File: src/rtl/reg_wb_buffer.sv
// reg_wb_buffer: in-order write-back FIFO in front of the register file write port,
// with youngest-entry forwarding for both read ports.
module reg_wb_buffer #(
    parameter int DEPTH = 4,
    parameter int AW    = 5,
    parameter int DW    = 32
) (
    input  logic                     clk,
    input  logic                     rst,
    input  logic                     in_valid,
    output logic                     in_ready,
    input  logic [AW-1:0]            in_addr,
    input  logic [DW-1:0]            in_data,
    input  logic                     stall,
    input  logic                     flush,
    output logic                     wen,
    output logic [AW-1:0]            waddr,
    output logic [DW-1:0]            wdata,
    input  logic [AW-1:0]            raddr1,
    input  logic [AW-1:0]            raddr2,
    input  logic [DW-1:0]            rf_rdata1,
    input  logic [DW-1:0]            rf_rdata2,
    output logic [DW-1:0]            rdata1,
    output logic [DW-1:0]            rdata2,
    output logic [$clog2(DEPTH):0]   count
);
    localparam int PW = $clog2(DEPTH);
    localparam int CW = PW + 1;

    logic [AW-1:0]    a_q [DEPTH];
    logic [DW-1:0]    d_q [DEPTH];
    logic [DEPTH-1:0] v_q;
    logic [PW-1:0]    head, tail;
    logic             push;

    assign in_ready = count != CW'(DEPTH);
    assign wen      = (count != '0) & ~stall;
    assign waddr    = (count != '0) ? a_q[head] : '0;
    assign wdata    = (count != '0) ? d_q[head] : '0;
    assign push     = in_valid & in_ready & ~flush;

    always_ff @(posedge clk or negedge rst) begin
        if (!rst) begin
            head  <= '0;
            tail  <= '0;
            count <= '0;
            v_q   <= '0;
        end else if (flush) begin
            head  <= '0;
            tail  <= '0;
            count <= '0;
            v_q   <= '0;
        end else begin
            if (push)
                tail <= tail + PW'(1);
            if (wen)
                head <= head + PW'(1);
            v_q   <= (v_q & ~(wen ? DEPTH'(1) << head : '0)) | (push ? DEPTH'(1) << tail : '0);
            count <= count + CW'(push) - CW'(wen);
        end
    end

    // payload needs no reset: v_q and count gate every use of it
    always_ff @(posedge clk) begin
        if (push) begin
            a_q[tail] <= in_addr;
            d_q[tail] <= in_data;
        end
    end

    // walk oldest to youngest so the youngest match wins
    always_comb begin
        rdata1 = rf_rdata1;
        rdata2 = rf_rdata2;
        for (int i = 0; i < DEPTH; i++) begin
            if (v_q[head + PW'(i)] && a_q[head + PW'(i)] == raddr1)
                rdata1 = d_q[head + PW'(i)];
            if (v_q[head + PW'(i)] && a_q[head + PW'(i)] == raddr2)
                rdata2 = d_q[head + PW'(i)];
        end
    end
endmodule

File: config.mk
export PLATFORM = sky130hd
export DESIGN_NAME = reg_wb_buffer
export DESIGN_NICKNAME = d
export VERILOG_FILES = /design/src/rtl/reg_wb_buffer.sv
export SDC_FILE = /design/constraint.sdc
export NUM_CORES = 1
export LEC_CHECK = 0
export CORE_AREA = 10 10 215 136
export CTS_BUF_LIST = sky130_fd_sc_hd__clkbuf_4
export CTS_CLUSTER_DIAMETER = 30
export DETAILED_ROUTE_END_ITERATION = 6
export DIE_AREA = 0 0 225 146
export PLACE_DENSITY = 0.84
export SLEW_MARGIN = 40
export SYNTH_ARGS = -nofsm -noshare
export SYNTH_HDL_FRONTEND = slang
export SYNTH_SLANG_ARGS = --single-unit
File: constraint.sdc
create_clock -name clk -period 14 [get_ports clk]
set_clock_uncertainty 0.15 [all_clocks]
set_input_delay 2.1 -clock clk [delete_from_list [all_inputs] [get_ports clk]]
set_output_delay 2.1 -clock clk [all_outputs]
set_load 0.05 [all_outputs]
Word-level counts from Yosys, hierarchy flattened
Memory sizes are Yosys's and may differ from the RTL's.
Cells that the tools add are included.
Cells by class
  equal/unequal tests: 9
  mux-type cells: 28
  $add $sub $neg: 6
  bitwise operators: 8
  $lt $le $gt $ge: 4
  shift operators: 2
  reductions and logical operators: 11
Operators with widths (number)
  $mux W32: 9
  $eq A5 B5 Y1: 8
  $lt A2 B3 Y1 const B: 4
  $mux W4: 3
  $bmux W1 S2: 4
  $logic_and A1 B1 Y1: 8
  $mux W2: 4
  $shl A1 B2 Y4 const A: 2
  $mux W1: 6
  $mux W5: 1
  $add A2 B1 Y2 const B: 2
  $add A2 B2 Y2 const B: 2
  $and A4 B4 Y4: 1
  $not A4 Y4: 1
  $or A4 B4 Y4: 1
  $reduce_bool A2 Y1: 2
  $add A3 B1 Y3: 1
  $and A1 B1 Y1: 3
  $mux W3: 1
  $ne A3 B3 Y1 const B: 1
  $reduce_bool A3 Y1: 1
  $sub A3 B1 Y3: 1
  $not A1 Y1: 2
Word-level totals
  memories: 2
  flip-flop bits (word level): 11
  word-level logic and storage cells: 74
  input port bits: 116
  bits in writable memories: 148
Memory list
  d_q: words 4, width 32, read ports 4, clocked after Yosys merged registers in 0, write ports 1, RTL line 31  | logic [DW-1:0] d_q [DEPTH];
  a_q: words 4, width 5, read ports 4, clocked after Yosys merged registers in 0, write ports 1, RTL line 30  | logic [AW-1:0] a_q [DEPTH];

Logic depth before layout (Yosys ltp)
  depth in word-level cells: 7
  mapped depth: 17

Worst setup path before layout
No wires, ideal clock.
  kind: reg2out
  start: register head[1]
  end: output rdata2[14]
  data arrival time: 5177 ps
  required time: 11750 ps
  slack: 6573 ps
  stages on the path, launching flop included: 18
  cell sequence: dfrtp_1 buf_2 buf_2 buf_2 buf_1 clkbuf_1 inv_1 ha_1 buf_2 buf_2 mux4_2 xnor2_1 nand4_1 or2_2 clkbuf_1 clkbuf_1 nor2_1 o31ai_1
On the way
  longest elaborated chain between the ends: 7
  elaborated cells between the ends (all ways): 25
  classes of those cells: add/sub (3); eq/ne (4); mux (12); reduce/logical (4); memory (2)
RTL lines
  start: declaration: RTL line 33  | logic [PW-1:0] head, tail;
  start signal: assignment: RTL line 57  | head <= head + PW'(1);
  $add A2 B1 Y2, or another cell as far along: RTL line 78, 79
  $mem_v2 Z4 W5, or another cell as far along
  $eq A5 B5 Y1, or another cell as far along: RTL line 78  | if (v_q[head + PW'(i)] && a_q[head + PW'(i)] == raddr2)
  $logic_and A1 B1 Y1 or $mux W32 (tied branches): RTL line 78
  $mux W32 (2 in series): RTL line 78
  $mux W32 (*): RTL line 78
  end: declaration: RTL line 24  | output logic [DW-1:0] rdata2,
Mark *: on every way between the ends. The rest lies on a longest branch, timed or not. The select of a mux whose other input is x is not followed.

Worst setup path in the final report
  start: register head[0]
  end: output rdata1[15]
On the way
  longest elaborated chain between the ends: 7
  elaborated cells between the ends (all ways): 25
  classes of those cells: add/sub (3); eq/ne (4); mux (12); reduce/logical (4); memory (2)
RTL lines
  $add A2 B1 Y2, or another cell as far along: RTL line 76, 77
  $mem_v2 Z4 W5, or another cell as far along
  $eq A5 B5 Y1, or another cell as far along: RTL line 76  | if (v_q[head + PW'(i)] && a_q[head + PW'(i)] == raddr1)
  $logic_and A1 B1 Y1 or $mux W32 (tied branches): RTL line 76
  $mux W32 (2 in series): RTL line 76
  $mux W32 (*): RTL line 76
  end: declaration: RTL line 23  | output logic [DW-1:0] rdata1,
Marks and branches as above.

==> flow_summary_export.csv <==
group,metric,value,unit
critical_path,critPathCaptureType,"primary output",
global_routing,grt-busiest-layer,"met2",
global_routing,grt_pass1_wl,68830,µm
synth,synth_top_family_by_area,"multiplexers",
sta,period_needed,8.268,ns
drt,dr.pass1.iters,7,
floorplan,die_h,146,µm
final_layout,drive_above_1_share,0.1961,
critical_path,cpMostUsedCell,"buf_4",
critical_path,crit_chain,"inv_1 -> ha_4 -> mux4_2 -> xor2_1 -> nor4_4 -> buf_4 -> and3_1 -> buf_4 -> a211oi_1 -> o31ai_1 -> clkdlybuf4s50_1",
synth,async_flop_share,0.06918,
final_layout,fin_nets,1338,
synth,synth_edf_count,148,
flow_run,maxCapViolCount,0,
pwr,powerDensity,166.7,mW/mm²
clock_tree,path_clk_slew,0.15,ns
critical_path,start_kind,"flop",
synth,synth_xor_xnor_area_share,0.02895,
synth,synth_common_cells,"edfxtp_1 (148), mux4_2 (131), a21oi_1 (73)",
sta,fin_hold_ws,0.4391,ns
sta,setup-violations-final,0,
synth,synth_nets,1189,
drt,post_drt_wl_per_cell,29.05,µm
critical_path,path_class,"reg -> out",
synth,ys_seq_elements,159,
clock_tree,htree_levels,4,
sta,rsz0062_at_grt,"false",
critical_path,crit_path_max_fanout,41,
clock_tree,cts_setup_buffers,0,
sta,max_freq,121.0,MHz
sta,final_min_period_over_clock_period,0.5906,
global_routing,grt_remaining_overflow,0,
clock_tree,holdBufCountCts,0,
global_routing,met3_usage,0.1002,
drt,ant_nets,0,
synth,syn_area,0.01271,mm²
critical_path,path_delay_family,"buffers and inverters",
pwr,leakagePower,4.765,nW
synth,synth_ff_type,"edfxtp_1",
drt,vias_per_cell,7.326,
sta,hold_viol,0,
floorplan,io_pins,222,
synth,synthTopCellsByArea,"edfxtp_1 (35%), mux4_2 (23%), mux2i_1 (3.2%)",
synth,synth-compound-area-share,0.1540,
critical_path,cp_num_buf_inv,4,
place,globalplace.congestion,0.9336,
place,io_buffer_count,221,
synth,synth_area_leader_cell,"edfxtp_1",
synth,synth_top_cell_area_share,0.3497,
clock_tree,root_buffer,"clkbuf_4",
sta,finalMaxSlewViolations,0,
synth,avgSynthCellArea,11.97,µm²
floorplan,initial_utilization,0.4961,
clock_tree,cts_sinks,159,
global_routing,met1_usage,0.3590,
critical_path,cp_slowest_stage_delay,0.91,ns
outcome,failed_checks,"design-rule violations",
synth,synth_fa_ha_area_frac,0.01142,
drt,vias,11450,
clock_tree,clockBufferDepth,2,
floorplan,placeableCoreArea,0.02561,mm²
critical_path,cp.arrival,6.02,ns
clock_tree,clock_latency,0.59,ns
drt,detail_route.iter0.violations,2109,
sta,fin_tns_setup,0,ns
global_routing,met2_usage,0.3947,
synth,synthSimpleGateAreaFrac,0.1000,
global_routing,grt_pass1_vias,11060,
floorplan,fp.dieW,225,µm
final_layout,final_cells,1563,
min_path,hold_class,"reg -> reg",
pwr,power,2.563,mW
place,dp.cells,1527,
synth,seq_area_frac_synth,0.3714,
synth,synthesis.instances,1062,
clock_tree,cts_tree,"built",
floorplan,row_count,46,
sta,worstMarginPinSlew,0.8442,ns
final_layout,final_util,0.6005,
clock_tree,cts_resized,0,
final_layout,area_delta_synth_final,21.03,%
global_routing,grt_max_degree,64,
sta,slew_headroom,0.4372,
critical_path,required,11.75,ns
synth,synth_mux_area_frac,0.2858,
global_routing,antenna_found_initial,7,
clock_tree,cts_buffers,17,
synth,synth.distinct_cells,54,
drt,drc,79,
outcome,status,"finished, violations left",
global_routing,grt_usage,0.2708,
pwr,ir_worst_vdd,0.0001104,V
synth,yosysWarningCount,0,
final_layout,num-fill-cells,1966,
synth,yosysMostFrequentCell,"edfxtp_1",
critical_path,cpMaxStageDelayCell,"clkdlybuf4s50_1",
floorplan,die-area,0.03285,mm²
place,dp.final_hpwl,30590,µm
drt,drt_wl_total,45400,µm
## placed cells by master (no fill, tap or decap), types with 12 or more instances in the layout
master           count
xnor2_1             28
o22ai_1             34
nand3_1             48
nor3_1              23
o21ai_0             21
xor2_1              12
nand4_1             28
o31ai_1             28
o311ai_0            15
buf_4               22
a21oi_1             73
mux2_2              18
clkdlybuf4s50_1    221
o211ai_1            26
mux4_2             131
nor2_1              40
nand2_1             45
clkbuf_4            17
a211oi_1            17
edfxtp_1           148
nor2b_1             34
a22o_1              23
inv_1               14
mux2i_1             40
## metal layers
| layer | vias up | wire length (µm) |
|---|---|---|
| met3 | 218 | 6993 |
| met5 | - | 46 |
| met2 | 1101 | 19920 |
| met4 | 8 | 1893 |
| li1 | 4646 | - |
| met1 | 5477 | 16550 |
## layout make-up
cell class / count / area, µm² / area share
Antenna cell: 3 / 7.507 / 0.0004881
Clock buffer: 17 / 127.6 / 0.008298
Clock inverter: 15 / 168.9 / 0.01098
Inverter: 14 / 52.55 / 0.003417
Multi-Input combinational cell: 772 / 7437 / 0.4836
Sequential cell: 159 / 4727 / 0.3074
Tap cell: 336 / 420.4 / 0.02733
Timing Repair Buffer: 247 / 2439 / 0.1586
## path summary, 6_finish.rpt
| path | depth (start not counted) | from | endpoint | slack [ns] |
|---|---|---|---|---|
| max reg2reg | 11 | count[1] | count[2] | 10.84 |
| max | 11 | head[0] | rdata1[15] | 5.73 |
| min reg2reg | 2 | tail[1] | tail[1] | 0.44 |
| min in group asynchronous | 1 | rst | count[0] | 1.68 |
| min | 2 | tail[1] | tail[1] | 0.44 |
| max in group asynchronous | 1 | rst | head[1] | 11.61 |
## state kept, by name, indices dropped and copies added, names as in the netlist
register  count
a_q          20
count         3
tail          2
head          2
d_q         128
v_q           4
## logic make-up after synthesis
family          Yosys count
compound gates          280
simple gates            247
mux                     192
flops                   159
buf+inv                 131
xor+xnor                 42
fa+ha+maj                11
## metrics by stage
stage | area, µm² | setup slack [ns]
2_1_floorplan | 12710 | 6.573
3_3_place_gp | 15010 | 6.081
3_5_place_dp | 15040 | 6.053
4_1_cts | 15340 | 5.770
5_1_grt | 15370 | 5.401
6_report | 15380 | 5.732
## worst min-delay path, cell delays in order (launching register included)
cell and delay (ns):
dfrtp_1 0.44, nand2_1 0.07, a21oi_1 0.06
## power breakdown
group          leakage (nW)  switching [mW]  total (mW)  internal, mW
logic                  3.13            1.01        1.64         0.634
clock network         0.151           0.178       0.300         0.123
registers              1.49          0.0619       0.619         0.557
(Power assumes the default switching activity.)
